## src/rtl/mission_sequencer.sv

```systemverilog
// Leg sequencer for the line-tracking car: alternates track legs and u-turns with a motor-stop settle gap.
// Optional stall watchdog enabled by defining MISSION_WDOG_EN.
module mission_sequencer #(
    parameter int LEGS           = 2,
    parameter int SETTLE_CYCLES  = 8,
    parameter int TIMEOUT_CYCLES = 4096,
    parameter int CNT_W          = 16
) (
    input  logic       clk,
    input  logic       rst,
    input  logic       start,
    input  logic       abort,
    input  logic       end_of_track,
    input  logic       uturn_finished,
    output logic       en_tracking,
    output logic       en_uturn,
    output logic       motor_stop,
    output logic       busy,
    output logic       done,
    output logic       fault,
    output logic [3:0] leg_count,
    output logic [2:0] state
);

    typedef enum logic [2:0] {
        S_IDLE     = 3'd0,
        S_TRACK    = 3'd1,
        S_SETTLE_T = 3'd2,
        S_UTURN    = 3'd3,
        S_SETTLE_U = 3'd4,
        S_DONE     = 3'd5,
        S_FAULT    = 3'd6
    } state_e;

    localparam logic [CNT_W-1:0] SETTLE_LAST  = CNT_W'(SETTLE_CYCLES - 1);
    localparam logic [CNT_W-1:0] TIMEOUT_LAST = CNT_W'(TIMEOUT_CYCLES - 1);
    localparam logic [3:0]       LAST_LEG     = 4'(LEGS - 1);

    // The shared counter must reach both terminal counts without wrapping.
    if ((longint'(SETTLE_CYCLES) > (longint'(1) << CNT_W)) ||
        (longint'(TIMEOUT_CYCLES) > (longint'(1) << CNT_W))) begin : g_cnt_w_check
        $error("CNT_W too narrow for SETTLE_CYCLES/TIMEOUT_CYCLES");
    end

    state_e           state_q, state_d;
    logic [CNT_W-1:0] cnt_q, cnt_d;
    logic [3:0]       leg_q, leg_d;
    logic             eot_prev_q, uf_prev_q;
    logic             eot_rise, uf_rise;
    logic             wdog_expired;

    assign eot_rise = end_of_track & ~eot_prev_q;
    assign uf_rise  = uturn_finished & ~uf_prev_q;

`ifdef MISSION_WDOG_EN
    assign wdog_expired = (cnt_q == TIMEOUT_LAST);
`else
    assign wdog_expired = 1'b0;
`endif

    // Counter defaults to 0 so every state entry starts a fresh count.
    always_comb begin
        state_d = state_q;
        cnt_d   = '0;
        leg_d   = leg_q;
        if (abort && (state_q != S_IDLE)) begin
            state_d = S_IDLE;
        end else begin
            case (state_q)
                S_IDLE: begin
                    if (start && !abort) begin
                        state_d = S_TRACK;
                        leg_d   = '0;
                    end
                end
                S_TRACK: begin
                    if (eot_rise)          state_d = S_SETTLE_T;
                    else if (wdog_expired) state_d = S_FAULT;
`ifdef MISSION_WDOG_EN
                    else                   cnt_d   = cnt_q + 1'b1;
`endif
                end
                S_SETTLE_T: begin
                    if (cnt_q == SETTLE_LAST) state_d = (leg_q == LAST_LEG) ? S_DONE : S_UTURN;
                    else                      cnt_d   = cnt_q + 1'b1;
                end
                S_UTURN: begin
                    if (uf_rise)           state_d = S_SETTLE_U;
                    else if (wdog_expired) state_d = S_FAULT;
`ifdef MISSION_WDOG_EN
                    else                   cnt_d   = cnt_q + 1'b1;
`endif
                end
                S_SETTLE_U: begin
                    if (cnt_q == SETTLE_LAST) begin
                        state_d = S_TRACK;
                        leg_d   = leg_q + 4'd1;
                    end else begin
                        cnt_d = cnt_q + 1'b1;
                    end
                end
                S_DONE:  state_d = S_IDLE;
                S_FAULT: state_d = S_FAULT;
                default: state_d = S_IDLE;
            endcase
        end
    end

    // Outputs are registered from the next state so they always match state_q.
    always_ff @(posedge clk or posedge rst) begin
        if (rst) begin
            state_q     <= S_IDLE;
            cnt_q       <= '0;
            leg_q       <= '0;
            eot_prev_q  <= 1'b0;
            uf_prev_q   <= 1'b0;
            en_tracking <= 1'b0;
            en_uturn    <= 1'b0;
            motor_stop  <= 1'b0;
            busy        <= 1'b0;
            done        <= 1'b0;
        end else begin
            state_q     <= state_d;
            cnt_q       <= cnt_d;
            leg_q       <= leg_d;
            eot_prev_q  <= end_of_track;
            uf_prev_q   <= uturn_finished;
            en_tracking <= (state_d == S_TRACK);
            en_uturn    <= (state_d == S_UTURN);
            motor_stop  <= (state_d == S_SETTLE_T) || (state_d == S_SETTLE_U) || (state_d == S_FAULT);
            busy        <= (state_d != S_IDLE) && (state_d != S_FAULT);
            done        <= (state_d == S_DONE);
        end
    end

`ifdef MISSION_WDOG_EN
    logic fault_q;
    always_ff @(posedge clk or posedge rst) begin
        if (rst) fault_q <= 1'b0;
        else     fault_q <= (state_d == S_FAULT);
    end
    assign fault = fault_q;
`else
    assign fault = 1'b0;
`endif

    assign leg_count = leg_q;
    assign state     = state_q;

endmodule

```

## config.mk

```make
export PLATFORM = sky130hd
export DESIGN_NAME = mission_sequencer
export DESIGN_NICKNAME = d
export VERILOG_FILES = /design/src/rtl/mission_sequencer.sv
export SDC_FILE = /design/constraint.sdc
export NUM_CORES = 1
export LEC_CHECK = 0
export CORE_MARGIN = 1
export CORE_UTILIZATION = 50
export CTS_CLUSTER_SIZE = 24
export DETAILED_ROUTE_END_ITERATION = 16
export GPL_TIMING_DRIVEN = 0
export PLACE_DENSITY_LB_ADDON = 0.05
export SLEW_MARGIN = 20
export SYNTH_ARGS = -nofsm -noshare
export SYNTH_HDL_FRONTEND = slang
export SYNTH_SLANG_ARGS = --single-unit
```

## constraint.sdc

```tcl
create_clock -name clk -period 2.7 [get_ports clk]
set_input_delay 0.81 -clock clk [delete_from_list [all_inputs] [get_ports clk]]
set_output_delay 0.81 -clock clk [all_outputs]
set_load 0.01 [all_outputs]
```

# After elaboration in Yosys (flattened, before gate mapping)
# Index checks and enable logic that the tools add are counted.
# op_classes
reduce_logical	12
n_mux	14
addsub	2
n_bitwise	5
eq_ne	16
# op_table
operator	count
$mux 16	3
$mux 3	7
$pmux 3 s6	1
$add 16x1->16 const B	1
$eq 16x3->1 const B	1
$eq 3x3->1 const B	5
$eq 3x2->1 const B	4
$mux 4	2
$pmux 4 s2	1
$eq 3x1->1 const B	2
$reduce_bool 3->1	2
$add 4x1->4 const B	1
$eq 4x1->1 const B	1
$ne 2x2->1 const B	2
$reduce_and 4->1	1
$logic_and 1x1->1	3
$logic_not 3->1	1
$ne 3x3->1 const B	1
$not 1->1	3
$and 1x1->1	2
$logic_or 1x1->1	2
$reduce_bool 2->1	1
$reduce_or 2->1	1
$logic_not 1->1	1
# totals
reg_bits	30
wordCells	59

# Depth between registers and ports, before layout
# depth
ltp_word	8
depth_mapped	8

# Worst setup path after synthesis
# OpenSTA, ideal clock, no wires.
# synth_path
kind	reg2reg
start	reg cnt_q[0]
end	reg cnt_q[10]
period_less_slack_ns	2.002
path_stages_with_launch	9
path_slack_ns	0.698
setup_time_ns	0.069
t_arrival_ns	1.933
path_buffers	3
required_time_ns	2.631
path_cell_list	dfrtp_1 -> ha_1 -> nor4bb_1 -> and4_1 -> buf_6 -> or4_4 -> buf_6 -> buf_8 -> nor2_4
# synth_between
elab_chain_len	4
elab_cells_between_ends	5
cone_classes	1 x add/sub; 1 x eq/ne; 3 x mux
# synth_rtl
element	line	source
start, declared	46	logic [CNT_W-1:0] cnt_q, cnt_d;
start signal, assigned	124	cnt_q <= cnt_d;
$add 16x1->16 / $eq 16x3->1 (equally long branches)	--	
$mux 16 (*)	84, 95	
$mux 16 (*)	--	
$mux 16 (*)	66	if (abort && (state_q != S_IDLE)) begin
named net cnt_d[10]	46	
# Mark *: on every way through the listed nets, which the timed path passes. The rest lies on a longest branch.
# A chain may end at the register's enable or synchronous reset.

# Worst setup path after layout
# layout_path
start	in abort
end	reg en_uturn
# layout_between
elab_chain_len	6
elab_cells_between_ends	7
cone_classes	1 x eq/ne; 3 x mux; 3 x reduce/logical
# layout_rtl
element	line	source
start, declared	12	input logic abort,
$logic_not 1->1	71	if (start && !abort) begin
$logic_and 1x1->1	71	
$mux 3	71	
$pmux 3 s6	69	case (state_q)
$mux 3 (*)	66	
named net state_d[0]	45	state_e state_q, state_d;
$eq 3x2->1 (*)	129	en_uturn <= (state_d == S_UTURN);
end signal, assigned	129	
end, declared	16	output logic en_uturn,
# Marked as above.

==> results.cfg <==
[run_status]
status = complete, but fails checks
failed_checks = design-rule violations

[min_path]
min_path_cells = 1
worstHoldEndpoint = cnt_q[0]
worstHoldStart = cnt_q[0]
min_path_type = flip-flop to flip-flop

[sta]
whs_ns = 0.469
max_slew.worst_pin.slew_ns = 0.630
rsz0062_at_grt = no
maxSlewHeadroom_pct = 57.8
fin_crit_ns = 2.35
slew_viol_final = 0
fmax_mhz = 425
fin_skew_ns = 0.00651
setup_viol = 0
hold_viol_final = 0
post-route-period-util_pct = 87.1
fin_tns_setup_ns = 0

[cts]
clk_pin_slew_ns = 0.08
clockBufferDepth = 2
tritoncts = yes
cts_resized = 0
numCtsBuffers = 5
cts.sinks = 30
htree_levels = 2
post_cts_buffers = 0
root_buffer = clkbuf_4
hold_buffers = 0
clk_latency_ns = 0.31

[placement]
post-dp-hpwl_um = 1950
dpl_cell_area_um2 = 1780
numPortBuffers = 17
gp_congestion = 0.778

[finish]
drive_above_1_share_pct = 15.0
antennaDiodeCount = 0
layout.nets = 182
syn2layout_area_growth_pct = 16.2
fin_util_pct = 63.9
design_area_um2 = 1820

[detailed_routing]
routedWlPerCell_um = 13.0
met1_length_um = 1280
met2_length_um = 1210
met3_length_um = 111
via_count = 1095
top_layer_used = met4
via_per_inst = 5.37
drc = 1
dr.first_iter.drc_count = 47
dr.pass1.iters = 11
drt-total-wl_um = 2650
ant_nets = 0

[pwr]
seqPwrFrac_pct = 47.2
power_mw = 1.07
p_switching_uw = 338
sw_frac_of_total_pct = 31.7
power-per-cell-area_nw_per_um2 = 585
power.share.combinational_pct = 30.9
leakage_nw = 0.790
power.internal_uw = 729
clock_power_share_pct = 22.0
ir_drop_mv = 0.462

[synthesis]
yosys.cell_types.count = 40
synth-async-reset-ratio_pct = 100
synth_most_common_cell = dfrtp_1
syn_avg_cell_area_um2 = 10.5
synth_top_cells_by_count = dfrtp_1, nor2_1, xnor2_1
yosys-top-cells-area = dfrtp_1, nor2_1, nor2_4
synth.cell_area_um2 = 1570
ys_ff_latch = 30
syn_inst = 149
yosys_warnings = 0
synth.top_cell.area_share_pct = 47.8
yosysSeqAreaShare_pct = 47.8
synth_area_leader_cell = dfrtp_1
synth-edff-count = 0
synth.net_count = 158
ys.flop_type = dfrtp_1

[job]
max-cap-violations = 0

[global_route]
grt_max_degree = 31
grt_pass1_wl_um = 4620
overflow = 0
grt_pass1_vias = 1024
antenna_found_initial = 0
grtUsageTotal_pct = 18.6

[critical_path]
r2r_end = cnt_q[12]
path_max_fanout = 6
cp-start-kind = input port
r2r_setup_slack_ns = 0.57
crit_arrival_ns = 2.55
endpoint_kind = flip-flop
path_class = input port to flip-flop
ff2ff_path_depth = 8
rr_startpoint = cnt_q[0]
worstPathRequired_ns = 2.89

[die]
core_area_um2 = 2850
ios = 19
initial_utilization_pct = 55.0
fp-row-count = 19
dieArea_um2 = 3370
die_y_um = 58.0
die_x_um = 58.0
-- power by group through the flow --
stage | registers (mW) | clock network [mW] | logic, mW
3_5_place_dp | 0.513 | 0 | 0.332
4_1_cts | 0.504 | 0.246 | 0.334
5_1_grt | 0.508 | 0.265 | 0.365
2_1_floorplan | 0.525 | 0 | 0.214
3_3_place_gp | 0.511 | 0 | 0.328
6_report | 0.503 | 0.234 | 0.329
-- routing by layer --
layer  up-vias  global-route usage, %
met1       523                   26.5
met2        22                   26.3
met5         -                      0
met4         0                   8.16
li1        544                      -
met3         6                   5.58
-- metrics by stage --
step | std cells | setup slack, ns
after floorplan | 149 | 0.698
after global placement | 197 | 0.0770
after detailed placement | 197 | 0.0244
after CTS | 204 | 0.363
after global routing | 204 | 0.234
final | 204 | 0.348
-- how the worst max path moves through the flow --
stage	to	startpoint	cells after the start	slack, ns
floorplan	cnt_q[10]	cnt_q[0]	8	0.70
global placement	en_uturn	abort	7	0.08
detailed placement	en_uturn	abort	7	0.02
CTS	en_uturn	abort	7	0.36
global route	en_uturn	abort	7	0.23
finish	en_uturn	abort	7	0.35
-- layout by cell type (no fill, tap or decap), types with 2 or more instances in the layout --
cell type / count
nand4_1: 2
ha_1: 3
nor4_1: 2
nor3_1: 3
xnor2_1: 10
nand3_1: 9
nor2_1: 24
xor2_1: 8
clkdlybuf4s50_1: 17
and3_1: 4
inv_2: 2
a21oi_1: 3
inv_1: 5
dfrtp_1: 30
clkbuf_1: 3
nand2_1: 5
nor2_2: 2
nor3b_1: 2
buf_6: 2
nor2_4: 8
nand2b_1: 4
clkbuf_4: 5
-- layout make-up --
type                    count  area [µm²]
clock buffers               7        45.0
inverters                   7        26.3
well taps                  31        38.8
multi-input cells         106         738
repair buffers             17         170
plain buffers               6        53.8
fillers                   255        1030
flip-flops and latches     30         751
-- kinds of logic (layout without fill, tap and decap cells) --
group	after synthesis	count (layout)	share of synthesized area [%]
mux	2	2	1.36
flops	30	30	47.8
fa+ha+maj	3	3	2.39
xor+xnor	18	18	10.0
buf+inv	13	37	5.10
compound gates	11	11	5.42
other cells	1	1	0.239
simple gates	71	71	27.6
-- critical path, cell delays in order --
cell	delay (ns)
clkdlybuf4s50_1	0.59
nor2_1	0.08
and3_1	0.22
a211oi_1	0.56
nor2_1	0.12
nand2_1	0.11
nor2_1	0.05
-- state kept, by name (all words and copies together) (netlist names) --
name         cells
busy             1
en_tracking      1
done             1
eot_prev_q       1
motor_stop       1
state            3
leg_count        4
en_uturn         1
cnt_q           16
uf_prev_q        1
Note: power is estimated with default switching activity, not from simulation.
